===== src/rtl/uart_rx_fifo.sv =====
// Receive byte FIFO behind uart_rx: first-word-fall-through stream, sticky overrun.
// Define UART_RX_FIFO_LEVEL_EN to add the registered occupancy output level_o.
module uart_rx_fifo #(
  parameter int DATA_W = 8,
  parameter int DEPTH  = 16
) (
  input  logic              clk_i,
  input  logic              rstn_i,
  input  logic [DATA_W-1:0] rx_dout_i,
  input  logic              rx_done_tick_i,
  output logic [DATA_W-1:0] m_data_o,
  output logic              m_valid_o,
  input  logic              m_ready_i,
  output logic              empty_o,
  output logic              full_o,
  output logic              overrun_o,
`ifdef UART_RX_FIFO_LEVEL_EN
  output logic [$clog2(DEPTH):0] level_o,
`endif
  input  logic              clr_overrun_i
);

  localparam int AW = $clog2(DEPTH);
  localparam int PW = AW + 1;

  logic [DATA_W-1:0] mem_q [DEPTH];
  logic [PW-1:0]     wr_ptr_q, wr_ptr_d;
  logic [PW-1:0]     rd_ptr_q, rd_ptr_d;
  logic              ovr_q, ovr_d;
  logic              empty, full;
  logic              push, pop, drop;

  // Extra pointer MSB separates full (MSBs differ) from empty.
  assign empty = (wr_ptr_q == rd_ptr_q);
  assign full  = (wr_ptr_q[AW] != rd_ptr_q[AW]) &&
                 (wr_ptr_q[AW-1:0] == rd_ptr_q[AW-1:0]);

  assign pop  = !empty && m_ready_i;
  assign push = rx_done_tick_i && (!full || pop);
  assign drop = rx_done_tick_i && full && !pop;

  always_comb begin
    wr_ptr_d = wr_ptr_q;
    rd_ptr_d = rd_ptr_q;
    ovr_d    = ovr_q;
    if (push) wr_ptr_d = wr_ptr_q + PW'(1);
    if (pop)  rd_ptr_d = rd_ptr_q + PW'(1);
    if (clr_overrun_i) ovr_d = 1'b0;
    if (drop) ovr_d = 1'b1;
  end

  always_ff @(posedge clk_i or negedge rstn_i) begin
    if (!rstn_i) begin
      wr_ptr_q <= '0;
      rd_ptr_q <= '0;
      ovr_q    <= 1'b0;
      for (int i = 0; i < DEPTH; i++) mem_q[i] <= '0;
    end else begin
      wr_ptr_q <= wr_ptr_d;
      rd_ptr_q <= rd_ptr_d;
      ovr_q    <= ovr_d;
      if (push) mem_q[wr_ptr_q[AW-1:0]] <= rx_dout_i;
    end
  end

  assign m_data_o  = mem_q[rd_ptr_q[AW-1:0]];
  assign m_valid_o = !empty;
  assign empty_o   = empty;
  assign full_o    = full;
  assign overrun_o = ovr_q;

`ifdef UART_RX_FIFO_LEVEL_EN
  logic [PW-1:0] level_q;

  always_ff @(posedge clk_i or negedge rstn_i) begin
    if (!rstn_i) level_q <= '0;
    else         level_q <= wr_ptr_d - rd_ptr_d;
  end

  assign level_o = level_q;
`endif

endmodule


===== config.mk =====
export PLATFORM = sky130hd
export DESIGN_NAME = uart_rx_fifo
export DESIGN_NICKNAME = d
export VERILOG_FILES = /design/src/rtl/uart_rx_fifo.sv
export SDC_FILE = /design/constraint.sdc
export NUM_CORES = 1
export LEC_CHECK = 0
export CORE_MARGIN = 2
export CORE_UTILIZATION = 55
export DETAILED_ROUTE_END_ITERATION = 8
export GPL_TIMING_DRIVEN = 1
export PLACE_DENSITY = 0.73
export REMOVE_ABC_BUFFERS = 1
export SLEW_MARGIN = 20
export SYNTH_ARGS = -nofsm -noshare
export SYNTH_HDL_FRONTEND = slang
export SYNTH_SLANG_ARGS = --single-unit

===== constraint.sdc =====
create_clock -name clk_i -period 2.4 [get_ports clk_i]
set_input_delay 0.24 -clock clk_i [delete_from_list [all_inputs] [get_ports clk_i]]
set_output_delay 0.24 -clock clk_i [all_outputs]
set_load 0.05 [all_outputs]

After elaboration in Yosys (flattened, before gate mapping)
Index checks and enable logic that the tools add are counted.
- equal/unequal tests: 3
- $add $sub $neg: 2
- multiplexer cells: 8
- reductions and logical operators: 11
- magnitude comparators: 3
- bitwise gates (word level): 2
- operator list (cell ; number):
    $bwmux W128 ; 1
    $bmux W8 S4 ; 1
    $demux W8 S4 ; 1
    $mux W8 ; 3
    $add A5 B1 Y5 const B ; 2
    $ge A5 B5 Y1 const B ; 2
    $not A4 Y5 ; 2
    $logic_and A1 B1 Y1 ; 6
    $eq A5 B5 Y1 ; 1
    $lt A5 B1 Y1 const B ; 1
    $eq A4 B4 Y1 ; 1
    $logic_not A1 Y1 ; 3
    $mux W1 ; 2
    $reduce_bool A2 Y1 ; 1
    $logic_or A1 B1 Y1 ; 1
    $ne A1 B1 Y1 ; 1
- bits of input ports: 13
- flip-flop bits (word level): 139
- output and inout bits: 12
- word-level logic and storage cells: 48

Depth between registers and ports, before layout
Gate-level depths: netlist of the first run.
- depth after elaboration: 6
- mapped depth: 7
- gate-level depth less buffers: 5

Worst setup path after synthesis of the first run
OpenSTA, ideal clock, no wires.
- path type: flip-flop to output port
- start point: reg rd_ptr_q[1]
- end point: out empty_o
- path buffers: 3
- required time: 2.160 ns
- arrival: 1.923 ns
- slack: 0.237 ns
- stages on the path, launching flop included: 8
- path through: dfrtp_1 > buf_4 > xnor2_1 > and4_1 > buf_6 > buf_8 > nand2b_1 > inv_1
- longest elaborated chain between the ends: 1
- ends and longest elaborated chain (element ; RTL line ; source):
    from (decl) ; 28 ; logic [PW-1:0] rd_ptr_q, rd_ptr_d;
    from (signal assigned) ; 60 ; rd_ptr_q <= rd_ptr_d;
    $eq A5 B5 Y1 ; 34 ; assign empty = (wr_ptr_q == rd_ptr_q);
    to (decl) ; 14 ; output logic empty_o,
No other way between the ends.

Worst setup path in the final report of the first run
- start point: reg rd_ptr_q[1]
- end point: out m_data_o[7]
- longest elaborated chain between the ends: 4
- ends and longest elaborated chain (element ; RTL line ; source):
    $not A4 Y5 (implied by the code) ; 66 ; assign m_data_o = mem_q[rd_ptr_q[AW-1:0]];
    $bmux W8 S4 ; 66 ;
    $mux W8 (implied by the code) (2 in a row) ; 66 ;
    to (decl) ; 11 ; output logic [DATA_W-1:0] m_data_o,
No other way between the ends. The select of a mux whose other input is x is not followed.

==> results of run 1 <==
[worst min path at each step]
stage | from | end | slack [ns] | depth (start not counted)
floorplan | rstn_i | mem_q[0] | -0.06 | 0
global placement | rstn_i | overrun_o | 0.25 | 1
detailed placement | rstn_i | mem_q[63] | 0.26 | 1
CTS | rstn_i | mem_q[63] | 0.39 | 2
global route | rstn_i | mem_q[31] | 0.41 | 2
finish | rstn_i | mem_q[31] | 0.37 | 2
[sequential cells by signal (all words and copies together) (netlist names)]
| signal | cells |
|---|---|
| rd_ptr_q | 5 |
| mem_q | 128 |
| overrun_o | 1 |
| wr_ptr_q | 5 |
[what timing repair did]
| action | in CTS | in global routing |
|---|---|---|
| buffers inserted | 3 | 0 |
| gates cloned | 2 | 0 |
| resized for setup | 14 | 7 |
| endpoints found under the hold margin | 55 | 0 |
| endpoints found under the setup margin | 11 | 11 |
| hold buffers | 1 | 0 |
| pin swaps | 5 | 4 |
[metal layers]
| metal | track usage | vias up | share of wire |
|---|---|---|---|
| li1 | - | 1702 | - |
| met1 | 0.333 | 2089 | 0.45 |
| met2 | 0.386 | 78 | 0.50 |
| met3 | 0.0564 | 11 | 0.035 |
| met4 | 0.0787 | 0 | 0.011 |
| met5 | 0 | - | 0 |
[cells in the mapped netlist, types with 6 or more instances]
library cell,number,share of area
xnor2_1,9,0.012
dfrtp_1,139,0.52
a22oi_1,16,0.018
nand2_1,9,0.0050
clkbuf_1,14,0.0078
mux2_2,112,0.19
mux4_2,32,0.11
a21oi_4,15,0.036
buf_2,6,0.0045
mux2_4,16,0.036
nand3_1,14,0.010
nand4_1,7,0.0065
[layout make-up]
class,count,area (µm²),share of cell area
multi-input combinational,262,3130,0.392
tap,147,184,0.0230
clock inverter,7,139,0.0174
sequential,139,3480,0.436
timing repair buffer,49,562,0.0703
clock buffer,23,478,0.0598
inverter,5,18.8,0.00235
[cell families after synthesis]
logic type,share of synthesized area
AOI/OAI and AO/OA,0.0629
xor gates and xnor gates,0.0167
adders and majority gates,0.00928
buffers and inverters,0.0286
DFF,0.516
muxes,0.333
and+or+nand+nor,0.0340
[through the flow]
step	setup WS (ns)	hold WS, ns	power (µW)	instances	area (µm²)
after floorplan	-1.89	-0.0556	7900	406	6570
after global placement	0.291	0.250	9280	596	7190
after detailed placement	0.254	0.256	9480	596	7190
after CTS	-0.0442	0.389	12700	632	7950
after global routing	-0.0688	0.412	13300	632	7990
final	-0.00297	0.372	12700	632	7990
[worst max-delay path, delay by kind of cell, from the launching register on]
kind | cells | cell delay (ns)
simple gates | 1 | 0.12
mux | 1 | 0.51
buf+inv | 3 | 0.45
compound gates | 1 | 0.21
flops | 1 | 0.46
[power by group]
| group | internal (µW) | switching (µW) | leakage [µW] |
|---|---|---|---|
| Clock | 1810 | 919 | 0.000303 |
| Sequential | 3490 | 668 | 0.00171 |
| Combinational | 2990 | 2830 | 0.00136 |
==> key figures, run 1 <==
Status
  • Outcome: finished, violations left
  • Violated checks: negative setup slack

GRT
  • Antenna violations before repair: 0
  • Number of global-route vias before repair: 4266
  • Largest net degree at the start of global routing: 59
  • First-pass GRT wire length: 23400 µm
  • Residual overflow from global routing: 0
  • Total Routing Usage GR: 0.242

Setup path
  • Slowest cell delay on critical path: 0.51 ns
  • CP Launch Type: flip-flop
  • Worst setup EP type: output pin
  • WP data arrival: 2.16 ns
  • Worst Path Max Fanout: 6
  • Reg2reg path depth: 7
  • CP max-delay cell: mux4_2
  • Setup Crit Path Kind: flip-flop to output pin
  • Crit path launch: rd_ptr_q[1]
  • Critical path endpoint: m_data_o[7]
  • Crit Reg-Reg Startpoint: rd_ptr_q[1]
  • Data required time at the worst endpoint: 2.16 ns
  • Worst path cell trace: buf_12, buf_16, mux4_2, a22oi_2, nand2_1, buf_6
  • R2r endpoint: mem_q[37]
  • R2R Setup Slk: 0.09 ns

Drt
  • Vias: 3880
  • DR iter-0 viols: 233
  • ANT nets after route: 0
  • Wirelength per Cell: 22.9 µm
  • Drt via density: 6.14
  • Drt pass-1 iters: 5
  • Final WL: 14500 µm
  • Drc violations: 0

Clock tree
  • H-Tree Depth: 4
  • Clock slew at reported path FFs: 0.05 ns
  • Max clock buf depth: 2
  • Clock latency on the worst-skew pair: 0.41 ns
  • Root buffer cell: clkbuf_16
  • Clock sink count: 139
  • Num CTS Buffers: 17
  • CTS tree: built

STA
  • Fmax: 416 MHz
  • Fin. Hold Viols: 0
  • Final WS setup: -0.00297 ns
  • Final setup fails: 1
  • Min Tclk post-route: 2.40 ns
  • Slew Limit Fails: 0
  • Final worst path period share: 1.00
  • RSZ-0062 raised after global routing: true
  • Setup TNS: -0.00297 ns
  • Final clock skew: 0.00679 ns
  • Max_slew headroom: 0.570
  • Least-Margin Pin Slew: 0.643 ns

Synth
  • Synth Register Bits: 139
  • EDFF count, synth: 0
  • Main flop type after synthesis: dfrtp_1
  • Yosys Warn Count: 0
  • Post-Syn Area: 0.00674 mm²
  • Yosys cell types: 34
  • Post-synth ARST share: 1.00
  • Mean area per synthesized cell: 15.5 µm²
  • Post-Syn Instances: 435
  • Seq/Total Area, Yosys: 0.516

Floorplanning
  • Core Area: 0.0120 mm²
  • Initial Util: 0.561
  • I/O pin count: 25
  • Die Height: 115 µm
  • Die area: 0.0132 mm²
  • Site Rows: 40
  • Die width: 115 µm

Cells and area
  • Layout fillers: 807
  • Share of layout cells above drive strength 1: 0.520
  • Syn-to-layout area delta: 18.5%
  • Post-layout util: 0.665
  • Most frequent cells in the layout: 138 x dfrtp_1, 112 x mux2_2, 32 x mux4_2
  • Antenna diode count: 0
  • Most common cell after layout, fill and taps aside: dfrtp_1
  • Final #Nets: 492

Placed design
  • GP Congestion: 0.783
  • DP Wirelength: 8950 µm
  • Number of I/O port buffers: 24

Pwr
  • Worst vdd ir: 0.00134 V
  • Leak: 0.00338 µW
  • Power density cells: 1590 mW/mm²

Flow run
  • Max-Cap Viols: 0

Min path
  • Worst hold path type: input port to asynchronous set/reset pin
Note: power is estimated with default switching activity, not from simulation.
==> run 2: changes to the inputs <==
--- a/config.mk
+++ b/config.mk
@@ -5,9 +5,12 @@
 export SDC_FILE = /design/constraint.sdc
 export NUM_CORES = 1
 export LEC_CHECK = 0
+export CORE_ASPECT_RATIO = 1.1
 export CORE_MARGIN = 2
 export CORE_UTILIZATION = 55
+export CTS_BUF_LIST = sky130_fd_sc_hd__clkbuf_2 sky130_fd_sc_hd__clkbuf_4 sky130_fd_sc_hd__clkbuf_8
 export DETAILED_ROUTE_END_ITERATION = 8
+export GPL_ROUTABILITY_DRIVEN = 0
 export GPL_TIMING_DRIVEN = 1
 export PLACE_DENSITY = 0.73
 export REMOVE_ABC_BUFFERS = 1
==> key figures, run 2 (synthesized netlist as in run 1, its figures left out) <==
Placed design
  • Number of I/O port buffers: 24 (unchanged)
  • Dpl cells: 597 (+0.17%)
  • Pre-CTS setup slack: 0.241 ns (-0.0132 ns)
  • DP Wirelength: 8970 µm (+0.18%)

GRT
  • Total Routing Usage GR: 0.244 (+0.00236)
  • Number of global-route vias before repair: 4085 (-4.2%)
  • Largest net degree at the start of global routing: 61 (+3.4%)
  • Residual overflow from global routing: 0 (unchanged)
  • Antenna violations before repair: 0 (unchanged)
  • First-pass GRT wire length: 23400 µm (about the same)

STA
  • Max_slew headroom: 0.575 (+0.00452)
  • Fin. Hold Viols: 0 (unchanged)
  • Hold slack: 0.343 ns (-0.0292 ns)
  • Final worst path period share: 1.03 (+0.0246)
  • Setup TNS: -0.185 ns (-0.182 ns)
  • Final setup fails: 8 (+7)
  • Min Tclk post-route: 2.46 ns (+0.0590 ns)
  • RSZ-0062 raised after global routing: true
  • Least-Margin Pin Slew: 0.636 ns (-0.00676 ns)
  • Slew Limit Fails: 0 (unchanged)
  • Final clock skew: 0.00986 ns (+0.00307 ns)
  • Fmax: 406 MHz (-2.4%)
  • Final WS setup: -0.0620 ns (-0.0590 ns)

Cells and area
  • Antenna diode count: 0 (unchanged)
  • Final #Nets: 486 (-1.2%)
  • Share of layout cells above drive strength 1: 0.535 (+0.0158)
  • Top Registers: mem_q x128, rd_ptr_q x5, wr_ptr_q x5
  • Most common cell after layout, fill and taps aside: dfrtp_1
  • Post-Layout Cell Count: 634 (+0.32%)
  • Max reg flops: 128 (unchanged)
  • Top reg by flops: mem_q
  • Syn-to-layout area delta: 15.0%
  • Most frequent cells in the layout: 138 x dfrtp_1, 112 x mux2_2, 32 x mux4_2
  • Layout fillers: 894 (+11%)

Floorplanning
  • Die area: 0.0132 mm² (about the same)
  • Initial Util: 0.563 (+0.00141)
  • Die width: 110 µm (-4.5%)
  • Site Rows: 42 (+5.0%)
  • I/O pin count: 25 (unchanged)
  • Core Area: 0.0120 mm² (-0.25%)
  • Die Height: 120 µm (+4.7%)

Setup path
  • WP data arrival: 2.22 ns (+0.06 ns)
  • Worst setup EP type: output pin
  • Data required time at the worst endpoint: 2.16 ns (about the same)
  • Worst Path Max Fanout: 8 (+2)
  • CP Launch Type: flip-flop
  • Setup Crit Path Kind: flip-flop to output pin

Clock tree
  • Num CTS Buffers: 17 (unchanged)
  • Clock slew at reported path FFs: 0.07 ns (+0.02 ns)
  • Max clock buf depth: 2 (unchanged)
  • Root buffer cell: clkbuf_8
  • Clock latency on the worst-skew pair: 0.45 ns (+0.04 ns)
  • CTS tree: built
  • H-Tree Depth: 4 (unchanged)
  • Clock sink count: 139 (unchanged)

Status
  • Violated checks: negative setup slack
  • Outcome: finished, violations left

Pwr
  • Worst vdd ir: 0.000944 V (-30%)
  • Power density cells: 1520 mW/mm² (-4.6%)
  • Leak: 0.00322 µW (-4.6%)
  • Final Power: 11800 µW (-7.4%)

Drt
  • Drc violations: 0 (unchanged)
  • Drt pass-1 iters: 4 (-1)
  • Final WL: 14100 µm (-2.7%)
  • Wirelength per Cell: 22.2 µm (-3.0%)
  • DR iter-0 viols: 232 (-0.43%)
  • Drt via density: 6.07 (-1.1%)
  • ANT nets after route: 0 (unchanged)
  • Vias: 3850 (-0.77%)

Flow run
  • Max-Cap Viols: 0 (unchanged)

Min path
  • Worst hold path type: input port to asynchronous set/reset pin
==> run 2: metal layers <==
metal,track usage,part of all wire
met5,0,0
met4,0.0926,0.020
met3,0.0538,0.034
met2,0.358,0.49
met1,0.357,0.46
==> run 2: cell type report <==
cell class	instances	area, µm²	area share
sequential	139	3480	0.449
multi-input combinational	262	3150	0.406
timing repair buffer	43	546	0.0704
clock buffer	21	270	0.0349
tap	154	193	0.0249
clock inverter	10	95.1	0.0123
inverter	5	18.8	0.00242
==> run 2: metrics by stage <==
stage,util,area [µm²]
floorplan,-,6570
global placement,0.598,7160
detailed placement,0.598,7160
CTS,0.647,7750
global route,0.647,7750
finish,0.647,7750
==> run 2: what timing repair did <==
action | 4_1_cts | 5_1_grt
pin swaps | 10 | 6
hold endpoints to repair | 57 | 0
cloned | 3 | 0
hold buffers | 1 | 0
setup endpoints to repair | 8 | 8
setup buffers | 2 | 1
resized for setup | 24 | 5
==> run 2: worst max-delay path, cell delays in order (launching register included) <==
cell and delay (ns):
dfrtp_2 0.49, buf_12 0.16, buf_16 0.15, mux4_2 0.52, a22oi_2 0.19, nand2_1 0.11
buf_6 0.16
==> run 2: final timing paths <==
check                      cells past startpoint     startpoint           to  slack, ns
max                                            6    rd_ptr_q[1]  m_data_o[1]      -0.06
min                                            2         rstn_i    overrun_o       0.34
max reg2reg                                    6    rd_ptr_q[1]    mem_q[36]       0.21
min reg2reg                                    1      mem_q[63]    mem_q[63]       0.50
max in group asynchronous                      3         rstn_i    mem_q[63]       1.38
min in group clk_i                             2  clr_overrun_i    overrun_o       0.39
==> run 2: where the power goes <==
group	total, µW	switching [µW]	internal [µW]
Clock	1740	866	873
Sequential	4160	678	3480
Combinational	5870	2840	3020
==> run 3: changes to the inputs <==
--- a/config.mk
+++ b/config.mk
@@ -5,7 +5,7 @@
 export SDC_FILE = /design/constraint.sdc
 export NUM_CORES = 1
 export LEC_CHECK = 0
-export CORE_ASPECT_RATIO = 1.1
+export ABC_AREA = 1
 export CORE_MARGIN = 2
 export CORE_UTILIZATION = 55
 export CTS_BUF_LIST = sky130_fd_sc_hd__clkbuf_2 sky130_fd_sc_hd__clkbuf_4 sky130_fd_sc_hd__clkbuf_8
==> constraint.sdc (replaced) <==
create_clock -name clk_i -period 2.4 [get_ports clk_i]
set_input_delay 0.48 -clock clk_i [delete_from_list [all_inputs] [get_ports clk_i]]
set_output_delay 0.48 -clock clk_i [all_outputs]
set_load 0.05 [all_outputs]
==> key figures, run 3 <==
Floorplanning
  • I/O pin count: 25 (unchanged)
  • Site Rows: 42 (unchanged)
  • Die Height: 120 µm (-0.47%)
  • Initial Util: 0.559 (-0.00372)
  • Core Area: 0.0131 mm² (+9.6%)
  • Die width: 120 µm (+9.1%)
  • Die area: 0.0143 mm² (+8.6%)

Clock tree
  • Num CTS Buffers: 17 (unchanged)
  • Clock sink count: 139 (unchanged)
  • Clock latency on the worst-skew pair: 0.46 ns (about the same)
  • Root buffer cell: clkbuf_8
  • Clock slew at reported path FFs: 0.08 ns (about the same)
  • Max clock buf depth: 2 (unchanged)
  • H-Tree Depth: 4 (unchanged)
  • CTS tree: built

STA
  • Min Tclk post-route: 2.53 ns (+0.0716 ns)
  • Fmax: 395 MHz (-2.8%)
  • Final worst path period share: 1.06 (+0.0298)
  • Final clock skew: 0.00756 ns (-0.00229 ns)
  • Final WS setup: -0.134 ns (-0.0716 ns)
  • Slew Limit Fails: 0 (unchanged)
  • RSZ-0062 raised after global routing: true
  • Hold slack: 0.418 ns (+0.0754 ns)
  • Final setup fails: 9 (+1)
  • Max_slew headroom: 0.530 (-0.0450)
  • Least-Margin Pin Slew: 0.703 ns (+0.0668 ns)
  • Fin. Hold Viols: 0 (unchanged)

Synth
  • Post-Syn Instances: 921 (+110%)
  • Synth Area in Simple Gates: 0.369 (+0.335)
  • Post-Syn Area: 0.00735 mm² (+8.9%)
  • Largest family of logic cells by synthesized area: simple AND/OR/NAND/NOR gates
  • Yosys Warn Count: 0 (unchanged)
  • Leading area contributor after synthesis: dfrtp_1
  • Main flop type after synthesis: dfrtp_1
  • Post-synth ARST share: 1.00 (unchanged)
  • Seq/Total Area, Yosys: 0.474 (-0.0423)
  • Synth Register Bits: 139 (unchanged)
  • Yosys cell types: 24 (-29%)
  • Mux cell area share after synthesis: 0 (-0.333)
  • Post-Synth XOR/XNOR Area: 0.00835 (-0.00835)
  • Post-synthesis compound-gate area fraction: 0.0770 (+0.0141)
  • Yosys top cell area share: 0.474 (-0.0423)
  • Synth Area in Adders: 0.00852 (-0.000760)
  • EDFF count, synth: 0 (unchanged)
  • Mean area per synthesized cell: 7.98 µm² (-49%)
  • Most frequent cells after synthesis: 306 x nand2_1, 139 x dfrtp_1, 128 x nand4_1
  • Area contributors post-synth: dfrtp_1 47%, nand2_1 16%, nand4_1 11%
  • Most frequent cell after synthesis: nand2_1

Placed design
  • Number of I/O port buffers: 24 (unchanged)
  • Dpl cells: 1095 (+83%)
  • DP Wirelength: 12900 µm (+44%)

Pwr
  • Leak: 0.00433 µW (+34%)
  • Worst vdd ir: 0.000864 V (-8.5%)
  • Pint: 7050 µW (-4.4%)
  • Comb pwr share: 0.514 (+0.015)
  • Clk network pwr share: 0.168 (+0.020)
  • Sequential share of power: 0.318 (-0.036)
  • Sw Pwr: 5550 µW (+26%)
  • Power density cells: 1420 mW/mm² (-6.5%)
  • Sw frac: 0.440 (+0.0673)

Setup path
  • Crit path launch: rd_ptr_q[0]
  • Levels on crit path: 7 (+1)
  • Delay-heaviest family, CP: buffers and inverters
  • R2r endpoint: mem_q[57]
  • Worst setup EP type: output pin
  • WP data arrival: 2.05 ns (-0.17 ns)
  • CP Launch Type: flip-flop
  • R2R Setup Slk: 0.21 ns (about the same)
  • Setup Crit Path Kind: flip-flop to output pin
  • Reg2reg path depth: 13 (+7)
  • Crit Reg-Reg Startpoint: rd_ptr_q[1]
  • CP Buf/Inv Count: 3 (unchanged)
  • CP max-delay cell: dfrtp_2
  • Critical path endpoint: m_data_o[7]
  • Slowest cell delay on critical path: 0.45 ns (-0.07 ns)
  • Worst Path Max Fanout: 14 (+6)
  • Data required time at the worst endpoint: 1.92 ns (-0.24 ns)
  • Worst path cell trace: clkinv_4, buf_16, o21ai_1, o211ai_1, nand3_1, nand3_2, buf_8

GRT
  • Antenna violations before repair: 0 (unchanged)
  • First-pass GRT wire length: 34600 µm (+48%)
  • GR Util met2: 0.474 (+0.116)
  • Number of global-route vias before repair: 6460 (+58%)
  • Met3 Track Usage GR: 0.0703 (+0.0166)
  • Residual overflow from global routing: 0 (unchanged)
  • Largest net degree at the start of global routing: 74 (+21%)
  • Met1 global-route usage: 0.445 (+0.0876)
  • Total Routing Usage GR: 0.317 (+0.0730)
  • GR peak layer: met2

Drt
  • Drc violations: 0 (unchanged)
  • DR iter-0 viols: 989 (+330%)
  • Drt pass-1 iters: 6 (+2)
  • Final WL: 21900 µm (+55%)
  • Vias: 6936 (+80%)
  • ANT nets after route: 0 (unchanged)
  • Wirelength per Cell: 19.1 µm (-14%)
  • Drt via density: 6.06 (-0.16%)

Cells and area
  • Sequential cell area: 0.00348 mm² (about the same)
  • Most common cell after layout, fill and taps aside: nand2_1
  • Most frequent cells in the layout: 302 x nand2_1, 136 x dfrtp_1, 128 x nand4_1
  • Top reg by flops: mem_q
  • Post-Layout Cell Count: 1144 (+80%)
  • Syn-to-layout area delta: 20.8%
  • Antenna diode count: 0 (unchanged)
  • Final #Nets: 975 (+100%)
  • Max reg flops: 128 (unchanged)
  • Top Registers: mem_q x128, rd_ptr_q x5, wr_ptr_q x5
  • Multi-input combinational cell area: 0.00362 mm² (+15%)
  • Share of layout cells above drive strength 1: 0.181 (-0.355)
  • Layout fillers: 1087 (+22%)

Status
  • Violated checks: negative setup slack
  • Outcome: finished, violations left

Flow run
  • Max-Cap Viols: 0 (unchanged)

Min path
  • Worst hold path type: input port to flip-flop
run 3: cell types whose count changed in the layout (fill, tap and decap cells not counted), sizes merged, moves of 48 or more:
cell,change
buf,+48
mux2,-130
nand2,+298
nand4,+122
nor2,+100
o21ai,+65
run 3: logic make-up (layout without fill, tap and decap cells):
logic type | after synthesis | in the layout
AOI/OAI and AO/OA | 101 | 101
xor gates and xnor gates | 7 | 7
and+or+nand+nor | 579 | 579
DFF | 139 | 139
adders and majority gates | 5 | 5
buffers and inverters | 90 | 137
run 3: per-stage QoR:
stage | worst slack [ns] | total power, µW | cell area [µm²] | setup TNS, ns | util
after global routing | -0.168 | 13300 | 8880 | -1.20 | 0.676
after floorplan | -3.61 | 7180 | 6940 | -457.73 | -
after detailed placement | 0.323 | 9140 | 7900 | 0 | 0.601
after global placement | 0.331 | 9060 | 7900 | 0 | 0.601
final | -0.134 | 12600 | 8880 | -0.685 | 0.676
after CTS | -0.116 | 12200 | 8720 | -0.631 | 0.664
run 3: worst reg2reg max path, cell delays in order (launching register included):
cell	delay (ns)
dfrtp_2	0.42
buf_6	0.14
buf_8	0.13
clkinv_8	0.06
buf_8	0.13
nand2_4	0.05
nand2_4	0.07
nor2_4	0.05
buf_4	0.13
nand4_4	0.10
buf_12	0.32
nand3_2	0.29
nand2_1	0.13
nand2_1	0.06
run 3: layout make-up:
| class | instances | share of cell area |
|---|---|---|
| repair buffers | 90 | 0.117 |
| clock buffers | 22 | 0.0334 |
| flip-flops and latches | 139 | 0.392 |
| clock inverters | 8 | 0.0158 |
| inverters | 17 | 0.00916 |
| multi-input cells | 692 | 0.407 |
| well taps | 176 | 0.0248 |
run 3: layer usage:
layer  part of all wire  up-vias
met2               0.47      323
met1               0.42     3324
met5                  0        -
li1                   -     3231
met3              0.078       58
met4              0.035        0
run 3: worst min-delay path by stage:
stage                         startpoint         to  slack (ns)  depth (start not counted)
final                     rx_done_tick_i   mem_q[6]        0.42                          3
after global routing      rx_done_tick_i  mem_q[20]        0.43                          3
after CTS                 rx_done_tick_i   mem_q[6]        0.41                          3
after detailed placement       mem_q[21]  mem_q[21]        0.45                          2
after global placement         mem_q[49]  mem_q[49]        0.45                          2
after floorplan                   rstn_i   mem_q[0]        0.18                          0
run 3: what timing repair did:
item / 4_1_cts / 5_1_grt
gates resized for setup: 70 / 43
pin swaps: 21 / 9
hold buffers: 1 / 0
cloned: 4 / 0
hold endpoints to repair: 46 / 0
buffers inserted: 11 / 4
endpoints found under the setup margin: 11 / 11
run 3: power by group through the flow:
stage               clock [µW]  sequential [µW]  combinational (µW)
floorplan                    0             3940                3240
global placement             0             3960                5100
detailed placement           0             3950                5190
CTS                       2130             3960                6070
global route              2230             4130                6950
finish                    2120             4010                6470
